--- src/rtl/card_match_ctrl.sv ---
// Card-flip match game controller: requests a shuffled 16-card layout, validates it,
// then tracks picks, face-up/matched masks, move count and win.
module card_match_ctrl #(
    parameter int SHOW_CYCLES = 4,
    parameter int MOVE_W      = 8
) (
    input  logic              clk,
    input  logic              reset,
    input  logic              new_game,
    output logic              shuf_start,
    input  logic              shuf_done,
    input  logic [0:47]       shuf_num,
    input  logic              pick_valid,
    input  logic [3:0]        pick_idx,
    output logic [15:0]       face_up,
    output logic [15:0]       matched,
    output logic [2:0]        pick_val,
    output logic              match,
    output logic              mismatch,
    output logic              game_over,
    output logic              layout_err,
    output logic [MOVE_W-1:0] move_count,
    output logic              busy
);
    localparam int CNT_W = $clog2(SHOW_CYCLES + 1);

    typedef enum logic [3:0] {
        IDLE, REQ, CHECK, GAP, PICK1, PICK2, EVAL, SHOW, WIN
    } state_t;

    state_t             state_q, state_d;
    logic [0:47]        layout_q, layout_d;
    logic [15:0]        face_q, face_d, matched_q, matched_d;
    logic [2:0]         pick_val_q, pick_val_d;
    logic               match_q, match_d, err_q, err_d;
    logic [MOVE_W-1:0]  moves_q, moves_d;
    logic [3:0]         first_q, first_d, second_q, second_d;
    logic [CNT_W-1:0]   show_cnt_q, show_cnt_d;

    logic [2:0]  cards [16];
    logic [4:0]  cnt;
    logic        layout_ok, pick_ok;
    logic [15:0] pick_bit, first_bit, second_bit;

    // Card i occupies layout bits [3i:3i+2], MSB at the lower index.
    always_comb begin
        for (int i = 0; i < 16; i++) cards[i] = layout_q[3*i +: 3];
        layout_ok = 1'b1;
        cnt       = '0;
        for (int v = 0; v < 8; v++) begin
            cnt = '0;
            for (int k = 0; k < 16; k++)
                if (cards[k] == 3'(v)) cnt = cnt + 5'd1;
            if (cnt != 5'd2) layout_ok = 1'b0;
        end
    end

    assign pick_ok    = pick_valid && !face_q[pick_idx];
    assign pick_bit   = 16'(1) << pick_idx;
    assign first_bit  = 16'(1) << first_q;
    assign second_bit = 16'(1) << second_q;

    always_comb begin
        state_d    = state_q;
        layout_d   = layout_q;
        face_d     = face_q;
        matched_d  = matched_q;
        pick_val_d = pick_val_q;
        match_d    = 1'b0;
        err_d      = 1'b0;
        moves_d    = moves_q;
        first_d    = first_q;
        second_d   = second_q;
        show_cnt_d = show_cnt_q;
        case (state_q)
            IDLE: ;
            REQ: if (shuf_done) begin
                layout_d = shuf_num;
                state_d  = CHECK;
            end
            CHECK: if (layout_ok) begin
                face_d    = '0;
                matched_d = '0;
                moves_d   = '0;
                state_d   = PICK1;
            end else begin
                err_d   = 1'b1;
                state_d = GAP;
            end
            GAP: state_d = REQ;
            PICK1: if (pick_ok) begin
                face_d     = face_q | pick_bit;
                first_d    = pick_idx;
                pick_val_d = cards[pick_idx];
                state_d    = PICK2;
            end
            PICK2: if (pick_ok && pick_idx != first_q) begin
                face_d     = face_q | pick_bit;
                second_d   = pick_idx;
                pick_val_d = cards[pick_idx];
                moves_d    = (&moves_q) ? moves_q : moves_q + MOVE_W'(1);
                state_d    = EVAL;
            end
            // One cycle between the second pick and the outcome, so match and
            // mismatch appear one edge after face_up.
            EVAL: if (cards[first_q] == cards[second_q]) begin
                matched_d = matched_q | first_bit | second_bit;
                match_d   = 1'b1;
                if ((matched_q | first_bit | second_bit) == 16'hFFFF) begin
                    face_d    = 16'hFFFF;
                    matched_d = 16'hFFFF;
                    state_d   = WIN;
                end else begin
                    state_d = PICK1;
                end
            end else begin
                show_cnt_d = '0;
                state_d    = SHOW;
            end
            SHOW: if (show_cnt_q == CNT_W'(SHOW_CYCLES - 1)) begin
                face_d  = face_q & ~(first_bit | second_bit);
                state_d = PICK1;
            end else begin
                show_cnt_d = show_cnt_q + CNT_W'(1);
            end
            WIN: ;
            default: state_d = IDLE;
        endcase
        if (new_game) begin
            state_d    = REQ;
            layout_d   = layout_q;
            face_d     = '0;
            matched_d  = '0;
            match_d    = 1'b0;
            err_d      = 1'b0;
            show_cnt_d = '0;
        end
    end

    always_ff @(posedge clk or posedge reset) begin
        if (reset) begin
            state_q    <= IDLE;
            layout_q   <= '0;
            face_q     <= '0;
            matched_q  <= '0;
            pick_val_q <= '0;
            match_q    <= 1'b0;
            err_q      <= 1'b0;
            moves_q    <= '0;
            first_q    <= '0;
            second_q   <= '0;
            show_cnt_q <= '0;
        end else begin
            state_q    <= state_d;
            layout_q   <= layout_d;
            face_q     <= face_d;
            matched_q  <= matched_d;
            pick_val_q <= pick_val_d;
            match_q    <= match_d;
            err_q      <= err_d;
            moves_q    <= moves_d;
            first_q    <= first_d;
            second_q   <= second_d;
            show_cnt_q <= show_cnt_d;
        end
    end

    assign shuf_start = (state_q == REQ);
    assign mismatch   = (state_q == SHOW);
    assign game_over  = (state_q == WIN);
    assign busy       = (state_q == REQ) || (state_q == CHECK) || (state_q == SHOW);
    assign face_up    = face_q;
    assign matched    = matched_q;
    assign pick_val   = pick_val_q;
    assign match      = match_q;
    assign layout_err = err_q;
    assign move_count = moves_q;
endmodule
--- config.mk ---
export PLATFORM = sky130hd
export DESIGN_NAME = card_match_ctrl
export DESIGN_NICKNAME = d
export VERILOG_FILES = /design/src/rtl/card_match_ctrl.sv
export SDC_FILE = /design/constraint.sdc
export NUM_CORES = 1
export LEC_CHECK = 0
export BUFFER_PORTS_ARGS = -buffer_cell sky130_fd_sc_hd__buf_2
export CAP_MARGIN = 20
export CORE_MARGIN = 2
export CORE_UTILIZATION = 60
export CTS_BUF_LIST = sky130_fd_sc_hd__clkbuf_16
export DETAILED_ROUTE_END_ITERATION = 10
export HOLD_SLACK_MARGIN = 0.06
export PLACE_DENSITY = 0.85
export SLEW_MARGIN = 20
export SYNTH_ARGS = -nofsm -noshare
export SYNTH_HDL_FRONTEND = slang
export SYNTH_SLANG_ARGS = --single-unit
--- constraint.sdc ---
create_clock -name clk -period 16.6 [get_ports clk]
set_input_delay 0.83 -clock clk [delete_from_list [all_inputs] [get_ports clk]]
set_output_delay 0.83 -clock clk [all_outputs]
set_load 0.02 [all_outputs]
==> run metrics <==
main combinational cell family by area after synthesis simple AND/OR/NAND/NOR gates; crit path max fanout 16; final hold violation count 0; Die Wd 193 microns; worst clock skew around 25 ps; Worst Setup End Kind flip-flop; worst-margin pin slew approximately 1100 ps; Die ar. 37,300 sq um; register area share after synthesis 0.126; ANT nets after route 0; initial antenna violation count 0; Primary FF master, synth dfrtp_1; post-synthesis area per instance between 8 and 9 sq um; # IOs around 110; hold_buf cts 0; crit-path most repeated cell ha_1; first-pass GRT wire length roughly 100,000 microns; Reg clk slew, reported paths approximately 100 ps; number of distinct library cells after synthesis 114; Syn-to-layout area delta 4.97%; arrival time at the worst endpoint between 10,000 and 15,000 ps; syn_nets about 2,800; largest net degree at the start of global routing ~60; Vias per Instance 6.90; share of the clock period used by the worst path 0.801; status completed; WL final ~65,000 microns; mux contribution to synthesized area 0.112; die height between 150 and 200 microns; simple-gate portion of the synthesized area 0.270; CTS Buffer Depth 2; Max-slew headroom 0.253; initial drt markers approximately 2,200; final cell count without fillers 3,035; CTS buffer count 9; ys async rst share 1.00; Placement Setup Slack roughly 3700 ps; Worst-Skew Late Latency ~410 ps; Post-route DRC 0; endpoints failing setup 0; clk root buf clkbuf_16; Synth Area in XOR/XNOR 0.212; post-CTS sizing 0; # Max-Cap Violations 0; Cells after Synth about 2,600; share of layout cells above drive strength 1 0.168; drt wl/cell roughly 21 microns; FF+latch count, synth between 100 and 150; placed instance count around 3,000; post-DP HPWL 47,400 microns; Site Rows between 60 and 70; Max Slew Vio Count 0; drt first pass iters 6; fmax between 70 and 80 MHz; HP Class flip-flop to flip-flop; min Tclk post-route 13,300 ps; CP max stage cell o21ai_2; CTS H-Tree Depth 3; Core Region approximately 35,000 sq um; routability congestion estimate 0.975; vias in the first global route between 15,000 and 20,000; Mapped Area 21,400 sq um; EDFF count, synth 0; Compound-Gate Fraction of Synth Area 0.158; Ant. Diodes 0; initial core utilization 0.606; IO Port Bufs around 110; Worst Path Required between 15,000 and 20,000 ps; Crit Path Category flip-flop to flip-flop; most common cell after layout, fill and taps aside nand2_1; most frequent cells in the layout nand2_1, xnor2_1, nor2_1; RSZ-0062 raised after global routing no; Critical Path Start Type flip-flop; post-route worst setup slack between 3000 and 4000 ps; overall routing resource usage 0.343; CTS tree done; fin nets 2,749; Ys Warns 0; Sink Count between 100 and 150; critical path's largest stage delay a little over 600 ps; Hold Slack 508 ps; Post-CTS Setup Bufs 0; grt ovf 0; DR vias about 21,000; adder-cell share of the synthesized area 0.0732; Post-Route Setup TNS 0 ps
path summary, 6_finish.rpt:
| path | cells past startpoint | slack [ps] | end | from |
|---|---|---|---|---|
| worst max-delay path | 62 | 3300 | matched[14] | cards[42] |
| worst min-delay path | 1 | 510 | pick_val[2] | pick_val[2] |
| worst max register to register | 62 | 3300 | matched[14] | cards[42] |
| worst min register to register | 1 | 510 | pick_val[2] | pick_val[2] |
| max in group asynchronous | 3 | 14810 | face_up[5] | reset |
| min in group asynchronous | 2 | 530 | cards[30] | reset |
kinds of logic (layout without fill, tap and decap cells):
logic type,count (synthesis),in the layout
flops,108,108
simple gates,1026,1026
mux,169,169
fa+ha+maj,126,126
buf+inv,255,258
compound gates,497,497
xor+xnor,390,390
per-layer routing:
metal | vias up | GRT usage | wire, microns
met5 | - | 0 | 0
met1 | 9887 | 0.445 | 25000
met3 | 276 | 0.0684 | 7190
met2 | 1288 | 0.540 | 28700
met4 | 0 | 0.183 | 3630
li1 | 9476 | - | -
sequential cells by signal, indices dropped and copies added, names as in the netlist:
name	cells
cards	48
move_count	8
second_q	4
show_cnt_q	3
first_q	4
face_up	16
matched	16
pick_val	3
layout_err	1
state_q	4
match	1
final cells by class:
cell class,instances,area (sq um)
clock buffer,9,225
sequential,108,2700
inverter,101,382
fill,2959,12900
timing repair buffer,141,796
clock inverter,7,91.3
multi-input combinational,2208,17700
tap,461,577
synth_stat cells, types with 14 or more instances:
cell type / count / area [sq um]
nor3_1: 64 / 320
xnor2_2: 19 / 309
and2_1: 20 / 125
nand3_1: 88 / 440
ha_1: 123 / 1540
xnor2_1: 207 / 1810
buf_2: 25 / 125
a21oi_1: 127 / 636
nand3b_1: 36 / 270
nand4b_1: 18 / 158
nor3b_1: 37 / 278
o31ai_1: 16 / 120
o21ai_0: 77 / 385
or2_2: 14 / 87.6
xnor3_1: 39 / 878
mux4_2: 50 / 1130
and3_1: 34 / 213
mux2_2: 72 / 811
clkbuf_1: 104 / 390
dfrtp_1: 108 / 2700
a31oi_1: 46 / 288
nor4_1: 16 / 100
nor2b_1: 14 / 87.6
or3b_2: 23 / 201
buf_1: 15 / 56.3
inv_1: 100 / 375
nand4_1: 40 / 250
nand2b_1: 25 / 156
and3b_1: 37 / 324
o22ai_1: 46 / 288
nor2_1: 190 / 713
or3_1: 20 / 125
mux2i_1: 46 / 460
xor2_1: 94 / 823
nand2_1: 255 / 957
per-stage QoR:
stage                     cell area, sq um   util
after global routing                 22500  0.636
after CTS                            22500  0.636
after floorplan                      21400      -
after global placement               22200  0.627
final                                22500  0.636
after detailed placement             22200  0.627
critical path: cells and delay by family, from the launching register on:
kind,cells,cell delay (ps)
and+or+nand+nor,19,3640
AOI/OAI and AO/OA,17,3440
DFF,1,540
adders and majority gates,14,3940
muxes,2,310
buffers and inverters,5,420
xor gates and xnor gates,5,870
Power is left out: the tool's default activity adds up to more than one toggle a clock period on the data nets, which glitch-free logic cannot reach.
